`src/rtl/pipe_hazard_unit.sv`:
```
// Hazard, forwarding and flush controller for a 5-stage pipeline.
// Tracks in-flight destination registers in a three-entry scoreboard (EX, MEM, WB).
// It generates the following controls:
//   - IF/ID stall and ID/EX bubble.
//   - Per-stage flushes.
//   - Registered EX operand forward selects.
// It also keeps two saturating event counters.
module pipe_hazard_unit #(
  parameter int unsigned REG_ADDR_W   = 5,
  parameter bit          FWD_EN       = 1'b1,
  parameter bit          RF_BYPASS    = 1'b1,
  parameter int unsigned BRANCH_STAGE = 3,
  parameter int unsigned CNT_W        = 16
) (
  input  logic                  i_clk,
  input  logic                  i_arst_n,
  input  logic                  i_enable,
  input  logic                  i_id_valid,
  input  logic [REG_ADDR_W-1:0] i_id_rs,
  input  logic [REG_ADDR_W-1:0] i_id_rt,
  input  logic                  i_id_use_rs,
  input  logic                  i_id_use_rt,
  input  logic                  i_id_reg_write,
  input  logic                  i_id_mem_read,
  input  logic [REG_ADDR_W-1:0] i_id_waddr,
  input  logic                  i_redir,
  output logic                  o_stall_if_id,
  output logic                  o_bubble_ex,
  output logic                  o_flush_if_id,
  output logic                  o_flush_id_ex,
  output logic                  o_flush_ex_mem,
  output logic [1:0]            o_fwd_a,
  output logic [1:0]            o_fwd_b,
  output logic [CNT_W-1:0]      o_stall_cnt,
  output logic [CNT_W-1:0]      o_flush_cnt
);

  // The EX/MEM register is only flushed when the branch resolves in MEM.
  localparam bit FlushExMem = (BRANCH_STAGE == 3);

  localparam logic [1:0] FwdRf  = 2'd0;
  localparam logic [1:0] FwdMem = 2'd1;  // EX/MEM alu_out
  localparam logic [1:0] FwdWb  = 2'd2;  // MEM/WB wdata

  // One scoreboard slot; wr is set only for a live register-writing instruction.
  typedef struct packed {
    logic                  wr;
    logic                  mem_read;
    logic [REG_ADDR_W-1:0] waddr;
  } sb_entry_t;

  localparam sb_entry_t SbEmpty = '0;

  sb_entry_t r_sb_ex, r_sb_mem, r_sb_wb;
  sb_entry_t w_sb_ex_nxt, w_sb_mem_nxt, w_sb_wb_nxt;

  logic [1:0]       r_fwd_a, r_fwd_b;
  logic [1:0]       w_fwd_a_nxt, w_fwd_b_nxt;
  logic [CNT_W-1:0] r_stall_cnt, r_flush_cnt;
  logic [CNT_W-1:0] w_stall_cnt_nxt, w_flush_cnt_nxt;

  logic w_ex_hit_a, w_ex_hit_b;
  logic w_mem_hit_a, w_mem_hit_b;
  logic w_wb_hit_a, w_wb_hit_b;
  logic w_load_use, w_fwd_block, w_wb_block, w_hazard;
  logic w_redir, w_stall, w_issue;

  // A used, nonzero source matches a slot holding a live write to the same register.
  function automatic logic f_hit(input logic                  use_src,
                                 input logic [REG_ADDR_W-1:0] src,
                                 input sb_entry_t             ent);
    return use_src && (src != '0) && ent.wr && (ent.waddr == src);
  endfunction

  // The youngest producer wins.
  // The instruction now in EX will be in MEM when the consumer reaches EX.
  function automatic logic [1:0] f_fwd_sel(input logic ex_hit, input logic mem_hit);
    logic [1:0] sel;
    sel = FwdRf;
    if (FWD_EN) begin
      if (ex_hit)       sel = FwdMem;
      else if (mem_hit) sel = FwdWb;
    end
    return sel;
  endfunction

  // Source-versus-scoreboard comparisons for both ID operands.
  always_comb begin
    w_ex_hit_a  = f_hit(i_id_use_rs, i_id_rs, r_sb_ex);
    w_ex_hit_b  = f_hit(i_id_use_rt, i_id_rt, r_sb_ex);
    w_mem_hit_a = f_hit(i_id_use_rs, i_id_rs, r_sb_mem);
    w_mem_hit_b = f_hit(i_id_use_rt, i_id_rt, r_sb_mem);
    w_wb_hit_a  = f_hit(i_id_use_rs, i_id_rs, r_sb_wb);
    w_wb_hit_b  = f_hit(i_id_use_rt, i_id_rt, r_sb_wb);
  end

  // Hazard classification.
  // A redirect outranks a stall, and a disabled unit never stalls or flushes.
  always_comb begin
    w_load_use  = r_sb_ex.mem_read && (w_ex_hit_a || w_ex_hit_b);
    w_fwd_block = !FWD_EN && (w_ex_hit_a || w_ex_hit_b || w_mem_hit_a || w_mem_hit_b);
    w_wb_block  = !RF_BYPASS && (w_wb_hit_a || w_wb_hit_b);
    w_hazard    = i_id_valid && (w_load_use || w_fwd_block || w_wb_block);
    w_redir     = i_enable && i_redir;
    w_stall     = i_enable && w_hazard && !i_redir;
    w_issue     = i_id_valid && !w_stall && !i_redir;
  end

  // Stall and flush outputs are combinational, taking effect in the same cycle.
  always_comb begin
    o_stall_if_id  = w_stall;
    o_bubble_ex    = w_stall;
    o_flush_if_id  = w_redir;
    o_flush_id_ex  = w_redir;
    o_flush_ex_mem = w_redir && FlushExMem;
    o_fwd_a        = r_fwd_a;
    o_fwd_b        = r_fwd_b;
    o_stall_cnt    = r_stall_cnt;
    o_flush_cnt    = r_flush_cnt;
  end

  // Scoreboard shift, forward-select capture and saturating counter next state.
  always_comb begin
    w_sb_wb_nxt  = r_sb_mem;
    w_sb_mem_nxt = (w_redir && FlushExMem) ? SbEmpty : r_sb_ex;
    w_sb_ex_nxt  = SbEmpty;
    if (w_issue) begin
      w_sb_ex_nxt.wr       = i_id_reg_write;
      w_sb_ex_nxt.mem_read = i_id_mem_read;
      w_sb_ex_nxt.waddr    = i_id_waddr;
    end

    // A bubble or a flushed slot in EX never forwards.
    w_fwd_a_nxt = FwdRf;
    w_fwd_b_nxt = FwdRf;
    if (w_issue) begin
      w_fwd_a_nxt = f_fwd_sel(w_ex_hit_a, w_mem_hit_a);
      w_fwd_b_nxt = f_fwd_sel(w_ex_hit_b, w_mem_hit_b);
    end

    w_stall_cnt_nxt = r_stall_cnt;
    if (w_stall && (r_stall_cnt != '1)) begin
      w_stall_cnt_nxt = r_stall_cnt + CNT_W'(1);
    end
    w_flush_cnt_nxt = r_flush_cnt;
    if (w_redir && (r_flush_cnt != '1)) begin
      w_flush_cnt_nxt = r_flush_cnt + CNT_W'(1);
    end
  end

  // State registers.
  // Reset is synchronous; a low enable freezes all state.
  always_ff @(posedge i_clk) begin
    if (!i_arst_n) begin
      r_sb_ex     <= SbEmpty;
      r_sb_mem    <= SbEmpty;
      r_sb_wb     <= SbEmpty;
      r_fwd_a     <= FwdRf;
      r_fwd_b     <= FwdRf;
      r_stall_cnt <= '0;
      r_flush_cnt <= '0;
    end else if (i_enable) begin
      r_sb_ex     <= w_sb_ex_nxt;
      r_sb_mem    <= w_sb_mem_nxt;
      r_sb_wb     <= w_sb_wb_nxt;
      r_fwd_a     <= w_fwd_a_nxt;
      r_fwd_b     <= w_fwd_b_nxt;
      r_stall_cnt <= w_stall_cnt_nxt;
      r_flush_cnt <= w_flush_cnt_nxt;
    end
  end

endmodule
```
`config.mk`:
```
export PLATFORM = sky130hd
export DESIGN_NAME = pipe_hazard_unit
export DESIGN_NICKNAME = d
export VERILOG_FILES = /design/src/rtl/pipe_hazard_unit.sv
export SDC_FILE = /design/constraint.sdc
export NUM_CORES = 1
export LEC_CHECK = 0
export CAP_MARGIN = 20
export CORE_ASPECT_RATIO = 1.25
export CORE_MARGIN = 2
export CORE_UTILIZATION = 50
export DETAILED_ROUTE_END_ITERATION = 7
export PLACE_DENSITY = 0.83
export SYNTH_ARGS = -nofsm -noshare
export SYNTH_HDL_FRONTEND = slang
export SYNTH_SLANG_ARGS = --single-unit
```
`constraint.sdc`:
```
create_clock -name i_clk -period 3.93 [get_ports i_clk]
set_input_delay 1.179 -clock i_clk [delete_from_list [all_inputs] [get_ports i_clk]]
set_output_delay 1.179 -clock i_clk [all_outputs]
set_load 0.1 [all_outputs]
```
==> results of run 1 <==
## critical path: cells and delay by family
family / cells / cell delay, ns
AND/OR/NAND/NOR: 2 / 0.54
buffers and inverters: 2 / 0.47
AO/OA/AOI/OAI: 1 / 0.27
XOR/XNOR: 1 / 0.16
## logic make-up (layout without fill, tap and decap cells)
| family | Yosys count | count (layout) | share of synthesized area [%] |
|---|---|---|---|
| flip-flops | 49 | 49 | 34.28 |
| AND/OR/NAND/NOR | 151 | 151 | 30.74 |
| AO/OA/AOI/OAI | 57 | 57 | 13.90 |
| multiplexers | 20 | 20 | 6.996 |
| adder cells (fa/ha/maj) | 2 | 2 | 0.8744 |
| buffers and inverters | 21 | 89 | 4.941 |
| XOR/XNOR | 27 | 27 | 8.264 |
## power by group through the flow
stage / Clock, mW / Combinational (mW) / Sequential [mW]
floorplan: 0 / 0.0593 / 0.525
global placement: 0 / 0.117 / 0.516
detailed placement: 0 / 0.120 / 0.516
CTS: 0.305 / 0.118 / 0.505
global route: 0.323 / 0.125 / 0.505
finish: 0.295 / 0.118 / 0.505
## worst max path at each step
stage	to	depth (start not counted)	from
6_report	o_bubble_ex	6	i_id_rt[1]
2_1_floorplan	o_stall_if_id	5	i_id_rt[2]
4_1_cts	o_bubble_ex	6	i_id_rt[2]
3_5_place_dp	o_bubble_ex	6	i_id_rt[2]
3_3_place_gp	o_bubble_ex	6	i_id_rt[2]
5_1_grt	o_bubble_ex	6	i_id_rt[1]
## cell usage after synthesis (all sizes together), types with 3 or more instances
cell type	number	area, µm²
nand4	8	50.05
nand2	53	198.9
inv	3	11.26
or4	3	22.52
clkbuf	5	18.77
nand3b	6	45.04
nand3	12	65.06
o311ai	4	35.03
nand2b	21	131.4
a21oi	20	141.4
xnor2	12	105.1
o31ai	5	37.54
and4	3	26.28
dfxtp	49	980.9
or2b	3	25.03
buf	10	82.57
mux2i	20	200.2
nand4b	3	71.32
nor4	7	71.31
nor2	12	45.04
o21ai	17	96.35
xor2	15	131.4
nor3	9	50.05
and3	4	26.28
or3	3	18.77
a211oi	5	42.54
## final cells by class
class | instances | area (µm²) | area share (%)
clock buffer | 7 | 86.33 | 2.372
multi-input combinational | 257 | 1743 | 47.89
timing repair buffer | 79 | 738.2 | 20.28
inverter | 3 | 11.26 | 0.3094
tap | 64 | 80.08 | 2.200
sequential | 49 | 980.9 | 26.95
## registers in the layout (all words and copies together) (netlist names)
signal       count
r_sb_mem         6
o_fwd_b          2
o_flush_cnt     16
r_sb_ex          7
o_stall_cnt     16
o_fwd_a          2
## per-stage QoR
step | std cells | total power [mW] | TNS [ns]
finish | 459 | 0.9175 | 0
global route | 459 | 0.9537 | 0
CTS | 459 | 0.9287 | 0
detailed placement | 452 | 0.6366 | -0.2078
global placement | 452 | 0.6336 | -0.1499
floorplan | 327 | 0.5840 | -0.1514
## routing by layer
layer	track usage, %	up-vias	routed length (µm)
li1	-	1292	-
met5	0	-	0
met1	25.94	1233	2892
met2	37.29	67	3299
met3	4.100	14	281
met4	8.233	0	167
## what timing repair did
action                                 4_1_cts  5_1_grt
resized for setup                            6        3
setup buffers                                0        0
endpoints found under the hold margin        0        0
pin swaps                                    5        2
setup endpoints to repair                    2        2
==> reports/results.ini, run 1 <==
[cells_and_area]
syn_to_final_growth_pct=27.20
final_area_mm2=0.003640
drive_gt1_share_pct=19.75
final_common_cell=nand2_1
diodes=0
final_cell_mix=53 x nand2_1, 49 x dfxtp_1, 40 x buf_4
final_util_pct=66.42
fill_cells=458
fin_nets=421

[worst_hold_path]
min_to=o_fwd_b[1]$_SDFFE_PN0P_
hp-class=register to register
whs_path_depth=2
worstHoldStart=o_fwd_b[1]$_SDFFE_PN0P_

[timing]
fin_crit_sh_pct=96.84
fmax_mhz=262.7
worst_slack_ns=0.1241
drv_slew=0
rsz0062_at_grt=false
worstMarginPinSlew_ns=0.9748
whs_ns=0.4474
post-route-min-period_ns=3.806
fin_worst_skew_ns=0.004675
timing.slew.headroom_pct=34.81
setup_violations=0
hold_violations=0

[critical_path]
slowest_delay_ns=0.38
slowest_stage=nor4_2
crit-reg2reg-launch=o_stall_cnt[9]$_SDFFE_PN0P_
crit_path_cell_trace=dlygate4sd2_1 -> xor2_1 -> nor4_2 -> nand4b_4 -> a21oi_4 -> buf_12
worstPathMaxFanout=3
crit_arrival_ns=2.63
path_class=primary input to primary output
critPathRequiredTime_ns=2.75
cp-start-kind=primary input
r2r_slack_ns=1.89
r2r-end=o_stall_cnt[4]$_SDFFE_PN0P_
r2r_cells=5
worstSetupEndpointType=primary output

[status]
status=complete, no violations

[yosys]
synth_edf_count=0
syn_inst=327
syn_area_mm2=0.002861
ys_seq_area_share_pct=34.28
syn_nets=353
ys_async_sr_fraction_pct=0
yosys_warnings=0
ys_types=52
synth_area_per_cell_um2=8.751
synth_seq_cells=49
synth_ff_type=dfxtp_1

[grt]
grt_pass1_vias=2441
overflow=0
grtUsageTotal_pct=21.36
grt_pass1_wl_um=11020
grt_max_degree=42
antenna_found_initial=0

[drt]
vias_per_cell=5.678
finalWirelength_um=6641
drtIter0Drc=151
final_antenna_net_count=0
wire_per_inst_um=14.47
vias=2606
drt_pass1_iterations=4
post-route-drc-count=0

[clock_tree]
htreeDepth=2
clockBufferDepth=2
clk_pin_slew_ns=0.08
cts_sinks=49
clk_latency_ns=0.30
cts_buffers=5
cts_root_buffer=clkbuf_8
tritoncts=yes
ctsHoldBuffers=0

[power]
internal_power_uw=691.2
p_sw_share_pct=24.66
p_switching_uw=226.3
p_leak_nw=1.364
clockPowerShare_pct=32.2
ir_drop_uv=167.0
power_frac_seq_pct=55.0
pwr-share-comb_pct=12.8
p_per_area_mw_per_mm2=252.1

[place]
dp_hpwl_um=4969
routabilityCongestion=0.8823
pre_cts_ws_ns=-0.1051
placed_cell_area_mm2=0.003552
portBuffers=64

[floorplanning]
die-width_um=71.67
pin_count=65
start_util_pct=52.21
core_area_mm2=0.005480
die_area_mm2=0.006348
die_h_um=88.58
rows=30

[run]
timing.max_cap.violations=0

No activity file was read; power rests on OpenSTA's default activity.
==> inputs of run 2 (changes only) <==
--- a/config.mk
+++ b/config.mk
@@ -6,9 +6,10 @@
 export NUM_CORES = 1
 export LEC_CHECK = 0
 export CAP_MARGIN = 20
-export CORE_ASPECT_RATIO = 1.25
+export CORE_ASPECT_RATIO = 0.8
 export CORE_MARGIN = 2
 export CORE_UTILIZATION = 50
+export CTS_BUF_LIST = sky130_fd_sc_hd__clkbuf_2 sky130_fd_sc_hd__clkbuf_4 sky130_fd_sc_hd__clkbuf_8
 export DETAILED_ROUTE_END_ITERATION = 7
 export PLACE_DENSITY = 0.83
 export SYNTH_ARGS = -nofsm -noshare
==> run 2 against run 1 <==
Net effect: hold slack better by 0.015 ns; sequential cell count unchanged; critical path depth unchanged; design area up 0.65%; count of clock-buffer cells in the layout down 2; cell count up 3.3%; first-iteration DRC count up 0.66%; register-to-register slack better by 0.03 ns; sequential share of layout area down 0.17 points; die area unchanged; non-clock buffer count unchanged; critical path type unchanged; largest cell class unchanged; largest power group unchanged.
==> reports/results.ini, run 2 (synthesis results as in run 1) <==
[critical_path]
r2r_slack_ns=1.92
worstSetupEndpointType=primary output
worstPathMaxFanout=3
crit_path_cell_trace=dlygate4sd2_1 -> xor2_1 -> nor4_2 -> nand4b_4 -> a21oi_4 -> buf_12
cp-start-kind=primary input
slowest_stage=nor4_2
critPathRequiredTime_ns=2.75
path_class=primary input to primary output
slowest_delay_ns=0.38
crit_arrival_ns=2.64

[grt]
antenna_found_initial=0
met3_usage_pct=4.263
grt_pass1_wl_um=11140
grtUsageTotal_pct=22.04
grt_max_degree=42
grt_use_met1_pct=32.24
overflow=0
busiest_layer=met2
grt_pass1_vias=2320
grt_use_met2_pct=33.75

[cells_and_area]
final_cell_mix=53 x nand2_1, 49 x dfxtp_1, 42 x buf_4
syn_to_final_growth_pct=28.03
drive_gt1_share_pct=20.71
final_util_pct=66.67
seq_area_um2=980.9
multiInputGateArea_mm2=0.001750
fin_nets=421
final_common_cell=nand2_1
diodes=0
fill_cells=481

[run]
timing.max_cap.violations=0

[drt]
post-route-drc-count=0
drt_pass1_iterations=4
vias_per_cell=5.422
vias=2570
drtIter0Drc=152
final_antenna_net_count=0
wire_per_inst_um=14.43
finalWirelength_um=6842

[clock_tree]
clk_pin_slew_ns=0.10
htreeDepth=2
clockBufferDepth=2
tritoncts=yes
clk_latency_ns=0.31
cts_sinks=49
cts_setup_buffers=0
cts_root_buffer=clkbuf_8
cts_buffers=5

[worst_hold_path]
hp-class=register to register

[timing]
fin_crit_sh_pct=97.22
fmax_mhz=261.7
setup_violations=0
post-route-min-period_ns=3.821
rsz0062_at_grt=false
drv_slew=0
worstMarginPinSlew_ns=0.9713
hold_violations=0
timing.slew.headroom_pct=35.04
fin_worst_skew_ns=0.01391
whs_ns=0.4626

[floorplanning]
die-width_um=88.58
start_util_pct=52.07
die_area_mm2=0.006348
die_h_um=71.67
rows=24
pin_count=65
core_area_mm2=0.005495

[place]
dp_hpwl_um=4960
portBuffers=64
routabilityCongestion=0.8116

[power]
p_per_area_mw_per_mm2=255.0
p_leak_nw=1.362
ir_drop_uv=193.6

[status]
status=complete, no violations

[run 2: changes by cell type in the layout (fill, tap and decap cells not counted), sizes merged]
| cell | before | now |
|---|---|---|
| buf | 45 | 47 |
| clkbuf | 7 | 5 |
| clkdlybuf4s50 | 26 | 24 |
| clkinv | 0 | 1 |
| clkinvlp | 0 | 1 |
| dlygate4sd2 | 6 | 7 |
| dlymetal6s2s | 2 | 1 |
| inv | 3 | 4 |
[run 2: layer usage]
layer | vias to the layer above | share of wire [%]
met3 | 5 | 5.3
met4 | 0 | 0.73
met2 | 70 | 45
li1 | 1297 | -
met1 | 1198 | 49
met5 | - | 0
[run 2: metrics by stage]
step | power (mW) | instance area, µm² | setup slack [ns] | TNS (ns) | std cells
after floorplan | 0.5840 | 2874 | -0.1514 | -0.1514 | 327
after global placement | 0.6340 | 3565 | -0.05551 | -0.1107 | 466
after detailed placement | 0.6362 | 3565 | -0.08450 | -0.1689 | 466
after CTS | 0.9410 | 3654 | 0.02261 | 0 | 474
after global routing | 0.9750 | 3664 | 0.01150 | 0 | 474
final | 0.9342 | 3664 | 0.1094 | 0 | 474
[run 2: cell type report]
cell class,instances,area share (%)
well taps,78,2.664
clock buffers,5,1.878
clock inverters,3,0.6831
inverters,3,0.3074
multi-input cells,257,47.78
flip-flops and latches,49,26.78
repair buffers,79,19.91
[run 2: final timing paths]
kind,depth (start not counted),startpoint,to
setup reg to reg,5,o_stall_cnt[9]$_SDFFE_PN0P_,o_stall_cnt[4]$_SDFFE_PN0P_
setup / recovery,6,i_id_rt[1],o_stall_if_id
hold reg to reg,2,o_fwd_b[1]$_SDFFE_PN0P_,o_fwd_b[1]$_SDFFE_PN0P_
hold / removal,2,o_fwd_b[1]$_SDFFE_PN0P_,o_fwd_b[1]$_SDFFE_PN0P_
[run 2: where the power goes]
| part | switching (mW) | leakage (nW) | internal, mW |
|---|---|---|---|
| Clock | 0.181 | 0.0447 | 0.129 |
| Sequential | 0.00518 | 0.395 | 0.500 |
| Combinational | 0.0670 | 0.922 | 0.0521 |
[run 2: what timing repair did]
action                                  4_1_cts  5_1_grt
gates resized for setup                       8        2
hold buffers                                  0        0
endpoints found under the setup margin        2        2
pin swaps                                     5        1
[run 2: worst max-delay path: cells and delay by family]
family	cells	cell delay, ns
buffers and inverters	2	0.48
xor gates and xnor gates	1	0.16
AOI/OAI and AO/OA	1	0.27
and+or+nand+nor	2	0.55
==> inputs of run 3 (changes only) <==
--- a/config.mk
+++ b/config.mk
@@ -10,6 +10,7 @@
 export CORE_MARGIN = 2
 export CORE_UTILIZATION = 50
 export CTS_BUF_LIST = sky130_fd_sc_hd__clkbuf_2 sky130_fd_sc_hd__clkbuf_4 sky130_fd_sc_hd__clkbuf_8
+export CTS_CLUSTER_DIAMETER = 40
 export DETAILED_ROUTE_END_ITERATION = 7
 export PLACE_DENSITY = 0.83
 export SYNTH_ARGS = -nofsm -noshare
==> constraint.sdc (replaced) <==
create_clock -name i_clk -period 3.65 [get_ports i_clk]
set_input_delay 1.095 -clock i_clk [delete_from_list [all_inputs] [get_ports i_clk]]
set_output_delay 1.095 -clock i_clk [all_outputs]
set_load 0.1 [all_outputs]
==> run 3 against run 2 <==
Net effect: die area did not move; first-iteration DRC count up 15%; combinational power is 11% higher; global-route usage fell by 0.35 points; sequential share of layout area decreased by 0.16 points; critical path type unchanged; critical endpoint unchanged; largest cell class unchanged; highest routed layer unchanged.
==> reports/results.ini, run 3 (synthesis results as in run 1) <==
[status]
status=complete, no violations

[drt]
drtIter0Drc=175
post-route-drc-count=0
drt_pass1_iterations=4
wire_per_inst_um=14.32
vias_per_cell=5.483
final_antenna_net_count=0
vias=2621
finalWirelength_um=6845

[clock_tree]
clockBufferDepth=2
htreeDepth=2
cts_sinks=49
tritoncts=yes
clk_latency_ns=0.31
cts_root_buffer=clkbuf_8
clk_pin_slew_ns=0.10
ctsHoldBuffers=0
cts_buffers=5

[grt]
grt_pass1_wl_um=11100
grtUsageTotal_pct=21.69
grt_pass1_vias=2399
antenna_found_initial=0
overflow=0
grt_max_degree=42

[power]
p_per_area_mw_per_mm2=275.2
ir_drop_uv=203.9
power_mw=1.014
p_leak_nw=1.432

[floorplanning]
die_h_um=71.67
start_util_pct=52.07
die-width_um=88.58
pin_count=65
die_area_mm2=0.006348
core_area_mm2=0.005495
rows=24

[timing]
drv_slew=0
hold_violations=0
worstMarginPinSlew_ns=0.7116
fmax_mhz=278.6
setup_violations=0
worst_slack_ns=0.06084
fin_crit_sh_pct=98.33
timing.slew.headroom_pct=52.19
post-route-min-period_ns=3.589
fin_worst_skew_ns=0.01084

[critical_path]
worstSetupEndpointType=primary output
crit_arrival_ns=2.49
cp-start-kind=primary input
critPathRequiredTime_ns=2.55
path_class=primary input to primary output
r2r_slack_ns=1.44
slowest_stage=or4_4
slowest_delay_ns=0.55
crit_path_cell_trace=dlygate4sd2_1 -> or4_4 -> o21ai_4 -> nand4b_4 -> a21oi_4 -> buf_12
worstPathMaxFanout=3

[place]
routabilityCongestion=0.8217
dp_hpwl_um=5079
pre_cts_ws_ns=-0.1883
portBuffers=64
placed_cell_area_mm2=0.003542
placed_cells=466

[cells_and_area]
diodes=0
stdcell_count=478
final_area_mm2=0.003686
final_cell_mix=55 x buf_4, 53 x nand2_1, 49 x dfxtp_1
final_util_pct=67.08
fin_nets=425
drive_gt1_share_pct=24.25
syn_to_final_growth_pct=28.82
fill_cells=449
final_common_cell=buf_4

[worst_hold_path]
hp-class=register to register

[run]
timing.max_cap.violations=0

[run 3: cell types whose count changed in the layout (fill, tap and decap cells not counted), sizes merged]
cell / before / now
inv: 4 / 5
clkdlybuf4s15: 0 / 3
dlygate4sd2: 7 / 5
clkdlybuf4s50: 24 / 15
clkinv: 1 / 0
buf: 47 / 60
dlymetal6s2s: 1 / 0
[run 3: final cells by class]
type	count	area (µm²)	area share, %
multi-input cells	257	1765	47.90
flip-flops and latches	49	980.9	26.61
repair buffers	83	737.0	19.99
well taps	78	97.59	2.648
clock buffers	5	68.82	1.867
clock inverters	3	25.02	0.6789
inverters	3	11.26	0.3055
[run 3: metrics by stage]
step | TNS, ns | hold WS, ns
after floorplan | -0.2649 | 0.4566
after global placement | -0.3304 | 0.4443
after detailed placement | -0.3763 | 0.4565
after CTS | 0 | 0.4715
after global routing | -0.002507 | 0.4960
final | 0 | 0.4681
[run 3: layer usage]
layer	wire length, µm	vias to the layer above	track usage (%)
met3	493	10	4.724
li1	-	1305	-
met4	87	0	6.397
met2	3123	92	34.50
met5	0	-	0
met1	3140	1214	29.62
[run 3: worst max-delay path: cells and delay by family]
family          cells  cell delay, ns
buf+inv             2            0.44
compound gates      2            0.24
simple gates        2            0.72
[run 3: report_power, final]
part / switching, mW / internal, mW / total (mW)
Clock: 0.198 / 0.140 / 0.338
Combinational: 0.0734 / 0.0586 / 0.132
Sequential: 0.00583 / 0.538 / 0.544
[run 3: worst paths after layout]
check	start	to	cells after the start
setup / recovery	i_id_rs[1]	o_stall_if_id	6
hold / removal	o_fwd_a[1]$_SDFFE_PN0P_	o_fwd_a[1]$_SDFFE_PN0P_	2
setup reg to reg	r_sb_ex[2]$_SDFFE_PN0P_	o_stall_cnt[1]$_SDFFE_PN0P_	8
hold reg to reg	o_fwd_a[1]$_SDFFE_PN0P_	o_fwd_a[1]$_SDFFE_PN0P_	2
[run 3: timing repair]
action                     4_1_cts  5_1_grt
gates resized for setup          9        6
setup endpoints to repair        2        2
setup buffers                    3        1
pin swaps                        7        5
==> edit 1 (settings of run 2) <==
`RF_BYPASS`: 1'b1 -> 1'b0.
--- a/src/rtl/pipe_hazard_unit.sv
+++ b/src/rtl/pipe_hazard_unit.sv
@@ -8,7 +8,7 @@
 module pipe_hazard_unit #(
   parameter int unsigned REG_ADDR_W   = 5,
   parameter bit          FWD_EN       = 1'b1,
-  parameter bit          RF_BYPASS    = 1'b1,
+  parameter bit          RF_BYPASS    = 1'b0,
   parameter int unsigned BRANCH_STAGE = 3,
   parameter int unsigned CNT_W        = 16
 ) (
Formal check against the unedited RTL: not equivalent (Yosys sat finds a counterexample within 4 cycles, from zero or initial values and one cycle with i_arst_n low).
==> edit 1 against run 2 <==
- the flow now finishes with violations (negative setup slack)
- worst setup slack worse by 0.13 ns
- wire length is 4.6% higher
- non-clock buffer count grew 20
- cell area up 7.0%
- sequential share of layout area is 1.3 points higher
- sequential cell count grew 6
- area after synthesis is 0.79% lower
- total power up 11%
==> edit 1: results (changes against run 2) <==
<table>
<tr><th>Metric</th><th>Value</th></tr>
<tr><th colspan="2">Synth</th></tr>
<tr><td>Number of distinct standard cells referenced by the synthesized netlist</td><td>48 (-7.7%)</td></tr>
<tr><td>Commonest cells post-synth</td><td>sky130_fd_sc_hd__dfxtp_1, sky130_fd_sc_hd__nor2_1, sky130_fd_sc_hd__xnor2_1</td></tr>
<tr><td>Net count after synthesis</td><td>356 (+0.85%)</td></tr>
<tr><td>Fraction of the yosys area taken by sequential cells</td><td>38.8% (+4.5 points)</td></tr>
<tr><th colspan="2">Layout</th></tr>
<tr><td>Layout cells sized above 1</td><td>24.3% (+3.6 points)</td></tr>
<tr><td>Number of fillers in the final layout</td><td>438 (-8.9%)</td></tr>
<tr><td>Count of nets after finishing</td><td>448 (+6.4%)</td></tr>
<tr><th colspan="2">STA</th></tr>
<tr><td>Clock Skews</td><td>0.00976 ns (-0.00416 ns)</td></tr>
<tr><td>Setup Total Neg Slack</td><td>-0.0504 ns (-0.0504 ns)</td></tr>
<tr><td>Post-layout worst setup margin</td><td>-0.0255 ns (-0.135 ns)</td></tr>
<tr><td>Slew @ Worst Pin</td><td>0.969 ns (-0.00183 ns)</td></tr>
<tr><td>Final setup violation count</td><td>2 (+2)</td></tr>
<tr><th colspan="2">Worst setup path</th></tr>
<tr><td>Largest fanout on the critical path</td><td>4 (+1)</td></tr>
<tr><td>Cell count of the worst reg-to-reg path</td><td>17 (+12)</td></tr>
<tr><td>Max stage delay on crit path</td><td>0.44 ns (+0.06 ns)</td></tr>
<tr><td>CP max-delay cell</td><td>sky130_fd_sc_hd__or4_1</td></tr>
<tr><td>Worst setup startpoint</td><td>i_id_rs[4]</td></tr>
<tr><td>Reg-to-reg setup timing slack</td><td>0.75 ns (-1.17 ns)</td></tr>
<tr><th colspan="2">Drt</th></tr>
<tr><td>Vias after detailed routing</td><td>2,713 (+5.6%)</td></tr>
<tr><th colspan="2">Power</th></tr>
<tr><td>Static Leakage</td><td>1.54 nW (+13%)</td></tr>
<tr><td>Maximum VDD drop</td><td>0.184 mV (-4.8%)</td></tr>
<tr><th colspan="2">Outcome</th></tr>
<tr><td>Violations in the final reports</td><td>negative setup slack</td></tr>
<tr><td>Run status</td><td>finished, violations left</td></tr>
<tr><th colspan="2">Placed design</th></tr>
<tr><td>Cells after DPL</td><td>480 (+3.0%)</td></tr>
<tr><th colspan="2">Global routing</th></tr>
<tr><td>Global-route usage over all layers</td><td>22.6% (+0.60 points)</td></tr>
<tr><td>Largest net degree at the start of global routing</td><td>45 (+7.1%)</td></tr>
<tr><td>Vias in the first global route</td><td>2,490 (+7.3%)</td></tr>
</table>
[edit 1: area by class of cell]
class	count	share of cell area, %
timing repair buffer	99	22.1
tap	78	2.49
inverter	5	0.479
multi-input combinational	256	44.2
clock buffer	8	2.65
sequential	55	28.1
[edit 1: worst min-delay path by stage]
stage                      from           to  slack (ns)  cells after the start
floorplan           r_sb_mem[6]  r_sb_mem[6]        0.48                      2
detailed placement   o_fwd_a[1]   o_fwd_a[1]        0.45                      2
finish               o_fwd_a[1]   o_fwd_a[1]        0.47                      2
CTS                  o_fwd_a[1]   o_fwd_a[1]        0.48                      2
global route         o_fwd_a[1]   o_fwd_a[1]        0.50                      2
global placement     o_fwd_b[1]   o_fwd_b[1]        0.44                      2
[edit 1: cell families after synthesis]
| family | synth area share (%) |
|---|---|
| AO/OA/AOI/OAI | 12.1 |
| XOR/XNOR | 16.4 |
| adder cells (fa/ha/maj) | 0.881 |
| buffers and inverters | 3.44 |
| flip-flops | 38.8 |
| multiplexers | 2.82 |
| AND/OR/NAND/NOR | 25.6 |
[edit 1: worst min-delay path: cells and delay by family (launching register included)]
family           cells  cell delay [ns]
AO/OA/AOI/OAI        1             0.06
flip-flops           1             0.34
AND/OR/NAND/NOR      1             0.04
[edit 1: layer usage]
layer	global-route usage, %	vias to the layer above	routed length, um
li1	-	1336	-
met4	5.72	0	85
met2	36.6	89	3270
met3	4.38	9	396
met1	31.2	1279	3410
met5	0	-	0
[edit 1: power breakdown]
part           internal [mW]  switching, mW
Combinational         0.0557         0.0746
Clock                  0.168          0.175
Sequential             0.560        0.00519
[edit 1: what timing repair did]
item | in CTS | in global routing
resized for setup | 35 | 12
hold buffers | 0 | 0
endpoints found under the setup margin | 2 | 6
setup buffers | 10 | 3
hold endpoints to repair | 0 | 0
pin swaps | 14 | 12
[edit 1: metrics by stage]
stage                     cell area [um^2]  power (mW)  util, %  worst slack [ns]
after floorplan                       2860       0.642        -            -0.222
after global placement                3660       0.701     66.9            -0.335
after detailed placement              3660       0.703     66.9            -0.405
after CTS                             3830        1.04     70.1            0.0164
after global routing                  3920        1.07     71.7           -0.0633
final                                 3920        1.04     71.7           -0.0255
==> edit 2 (config.mk and constraints of run 2) <==
Without the edit above. Put a register stage on the output `o_flush_cnt`, without a reset. The value now appears one clock later. The other outputs are not delayed to match.
--- a/src/rtl/pipe_hazard_unit.sv
+++ b/src/rtl/pipe_hazard_unit.sv
@@ -50,6 +50,8 @@
   } sb_entry_t;
 
   localparam sb_entry_t SbEmpty = '0;
+
+  logic [CNT_W-1:0] o_flush_cnt_d;
 
   sb_entry_t r_sb_ex, r_sb_mem, r_sb_wb;
   sb_entry_t w_sb_ex_nxt, w_sb_mem_nxt, w_sb_wb_nxt;
@@ -116,7 +118,7 @@
     o_fwd_a        = r_fwd_a;
     o_fwd_b        = r_fwd_b;
     o_stall_cnt    = r_stall_cnt;
-    o_flush_cnt    = r_flush_cnt;
+    o_flush_cnt_d  = r_flush_cnt;
   end
 
   // Scoreboard shift, forward-select capture and saturating counter next state.
@@ -170,4 +172,8 @@
     end
   end
 
+  always_ff @(posedge i_clk) begin
+    o_flush_cnt <= o_flush_cnt_d;
+  end
+
 endmodule
Check against the original RTL: not equivalent (a bounded check fails within 4 cycles, from zero or initial values and one cycle with i_arst_n low).
==> edit 2 against run 2 <==
- die area up 0.99%
- wire length down 1.9%
- total power is 57% higher
- critical path depth grew 1
- sequential cell count up 16
- global-route usage up 0.46 points
- largest cell class unchanged
- highest routed layer unchanged
- critical path type unchanged
- area after synthesis rose by 1.0%
- count of clock-buffer cells in the layout is 6 higher
- fmax down 1.5%
- clock power is 120% higher
- clock skew fell by 0.0045 ns
- worst setup slack got worse by 0.059 ns
- critical endpoint unchanged
- cell area is 8.0% higher
==> edit 2: results (changes against run 2) <==
<table>
<tr><th>Metric</th><th>Value</th></tr>
<tr><th colspan="2">Clock network</th></tr>
<tr><td>Clock-pin slew on the worst setup and hold paths</td><td>0.07 ns (-0.03 ns)</td></tr>
<tr><td>Insertion delay of the later-clocked pin in the worst-skew pair</td><td>0.34 ns (+0.03 ns)</td></tr>
<tr><td>Total CTS buffers</td><td>9 (+4)</td></tr>
<tr><th colspan="2">Drt</th></tr>
<tr><td>Starting DRT DRC Count</td><td>156 (+2.6%)</td></tr>
<tr><td>Vias per std cell</td><td>5.39 (-0.52%)</td></tr>
<tr><td>Vias after detailed routing</td><td>2,508 (-2.4%)</td></tr>
<tr><th colspan="2">Synth</th></tr>
<tr><td>Net count after synthesis</td><td>329 (-6.8%)</td></tr>
<tr><td>Largest cells by area after synthesis</td><td>sky130_fd_sc_hd__dfxtp_1, sky130_fd_sc_hd__xnor2_1, sky130_fd_sc_hd__and2_1</td></tr>
<tr><td>Number of distinct standard cells referenced by the synthesized netlist</td><td>46 (-12%)</td></tr>
<tr><td>Commonest cells post-synth</td><td>sky130_fd_sc_hd__dfxtp_1, sky130_fd_sc_hd__xnor2_1, sky130_fd_sc_hd__nand2_1</td></tr>
<tr><td>Fraction of the yosys area taken by sequential cells</td><td>45.0% (+11 points)</td></tr>
<tr><th colspan="2">Placed design</th></tr>
<tr><td>Cells after DPL</td><td>448 (-3.9%)</td></tr>
<tr><td>Placed standard-cell area</td><td>3690 um^2 (+3.6%)</td></tr>
<tr><td>Half-perimeter wire length after placement</td><td>4660 um (-6.0%)</td></tr>
<tr><td>Setup WS pre-CTS</td><td>-0.162 ns (-0.0776 ns)</td></tr>
<tr><th colspan="2">Worst setup path</th></tr>
<tr><td>Largest fanout on the critical path</td><td>2 (-1)</td></tr>
<tr><td>Launching point of the worst reg2reg path</td><td>o_stall_cnt[0]</td></tr>
<tr><th colspan="2">Power</th></tr>
<tr><td>Switching share of power</td><td>21.2% (-6.0 points)</td></tr>
<tr><td>Maximum VDD drop</td><td>0.247 mV (+28%)</td></tr>
<tr><th colspan="2">Layout</th></tr>
<tr><td>Area occupied by registers</td><td>1300 um^2 (+33%)</td></tr>
<tr><td>Number of fillers in the final layout</td><td>422 (-12%)</td></tr>
<tr><th colspan="2">Outcome</th></tr>
<tr><td>Run status</td><td>complete, no violations</td></tr>
<tr><th colspan="2">STA</th></tr>
<tr><td>Clock Skews</td><td>0.00939 ns (-0.00452 ns)</td></tr>
<tr><td>Worst rel slew slack</td><td>34.8% (-0.27 points)</td></tr>
<tr><th colspan="2">Min path</th></tr>
<tr><td>Start point of the worst hold path</td><td>o_flush_cnt_d[14]</td></tr>
</table>
==> edit 2: cell types whose count changed in the layout (fill, tap and decap cells not counted), moves of 10 or more <==
cell                              delta
sky130_fd_sc_hd__a22o_1             +10
sky130_fd_sc_hd__xnor2_1            +16
sky130_fd_sc_hd__mux2i_1            -17
sky130_fd_sc_hd__a21oi_1            -10
sky130_fd_sc_hd__dfxtp_1            +16
sky130_fd_sc_hd__nand2_1            -26
sky130_fd_sc_hd__nand2b_1           -19
sky130_fd_sc_hd__clkdlybuf4s50_1    +14
sky130_fd_sc_hd__and2_1             +24
==> edit 2: worst paths after layout <==
path                            slack, ns  cells after the start         endpoint
worst max-delay path                 0.05                      7    o_stall_if_id
worst min-delay path                 0.38                      0  o_flush_cnt[14]
worst max register to register       1.89                      6  o_stall_cnt[12]
worst min register to register       0.38                      0  o_flush_cnt[14]
==> edit 2: power by group through the flow <==
stage               clock network, mW  logic [mW]  registers [mW]
finish                          0.683       0.115           0.669
detailed placement                  0       0.113           0.683
global route                    0.722       0.123           0.669
global placement                    0       0.112           0.684
floorplan                           0      0.0505           0.692
CTS                             0.694       0.115           0.669
==> edit 2: what timing repair did <==
item	in CTS	in global routing
pin swaps	7	4
setup endpoints to repair	2	2
cloned	0	0
gates resized for setup	9	1
setup buffers	3	0
==> edit 2: metal layers <==
layer	routed length [um]	global-route usage, %	vias up	part of all wire, %
met1	3070	29.1	1153	46
met5	0	0	-	0
met2	3050	35.5	105	45
li1	-	-	1235	-
met3	504	7.85	15	7.5
met4	97	7.13	0	1.4
==> edit 2: final cells by class <==
type                            count  area share (%)
Clock buffer                       11            3.67
Clock inverter                      3            2.28
Inverter                           10           0.949
Multi-Input combinational cell    215            37.7
Sequential cell                    65            32.9
Tap cell                           78            2.47
Timing Repair Buffer               83            20.1
==> edit 2: logic make-up (layout without fill, tap and decap cells) <==
| group | after synthesis | after routing | synth area share, % |
|---|---|---|---|
| compound gates | 51 | 51 | 13.9 |
| xor+xnor | 37 | 37 | 11.2 |
| fa+ha+maj | 2 | 2 | 0.865 |
| buf+inv | 23 | 107 | 3.81 |
| flops | 65 | 65 | 45.0 |
| mux | 3 | 3 | 1.04 |
| simple gates | 122 | 122 | 24.1 |
==> edit 2: critical path, cell delays in order <==
cell and delay (ns):
sky130_fd_sc_hd__clkdlybuf4s50_1 0.42, sky130_fd_sc_hd__or4_4 0.44, sky130_fd_sc_hd__o21ai_4 0.19, sky130_fd_sc_hd__nor3_4 0.06, sky130_fd_sc_hd__o21ai_2 0.16, sky130_fd_sc_hd__inv_2 0.09, sky130_fd_sc_hd__buf_12 0.17
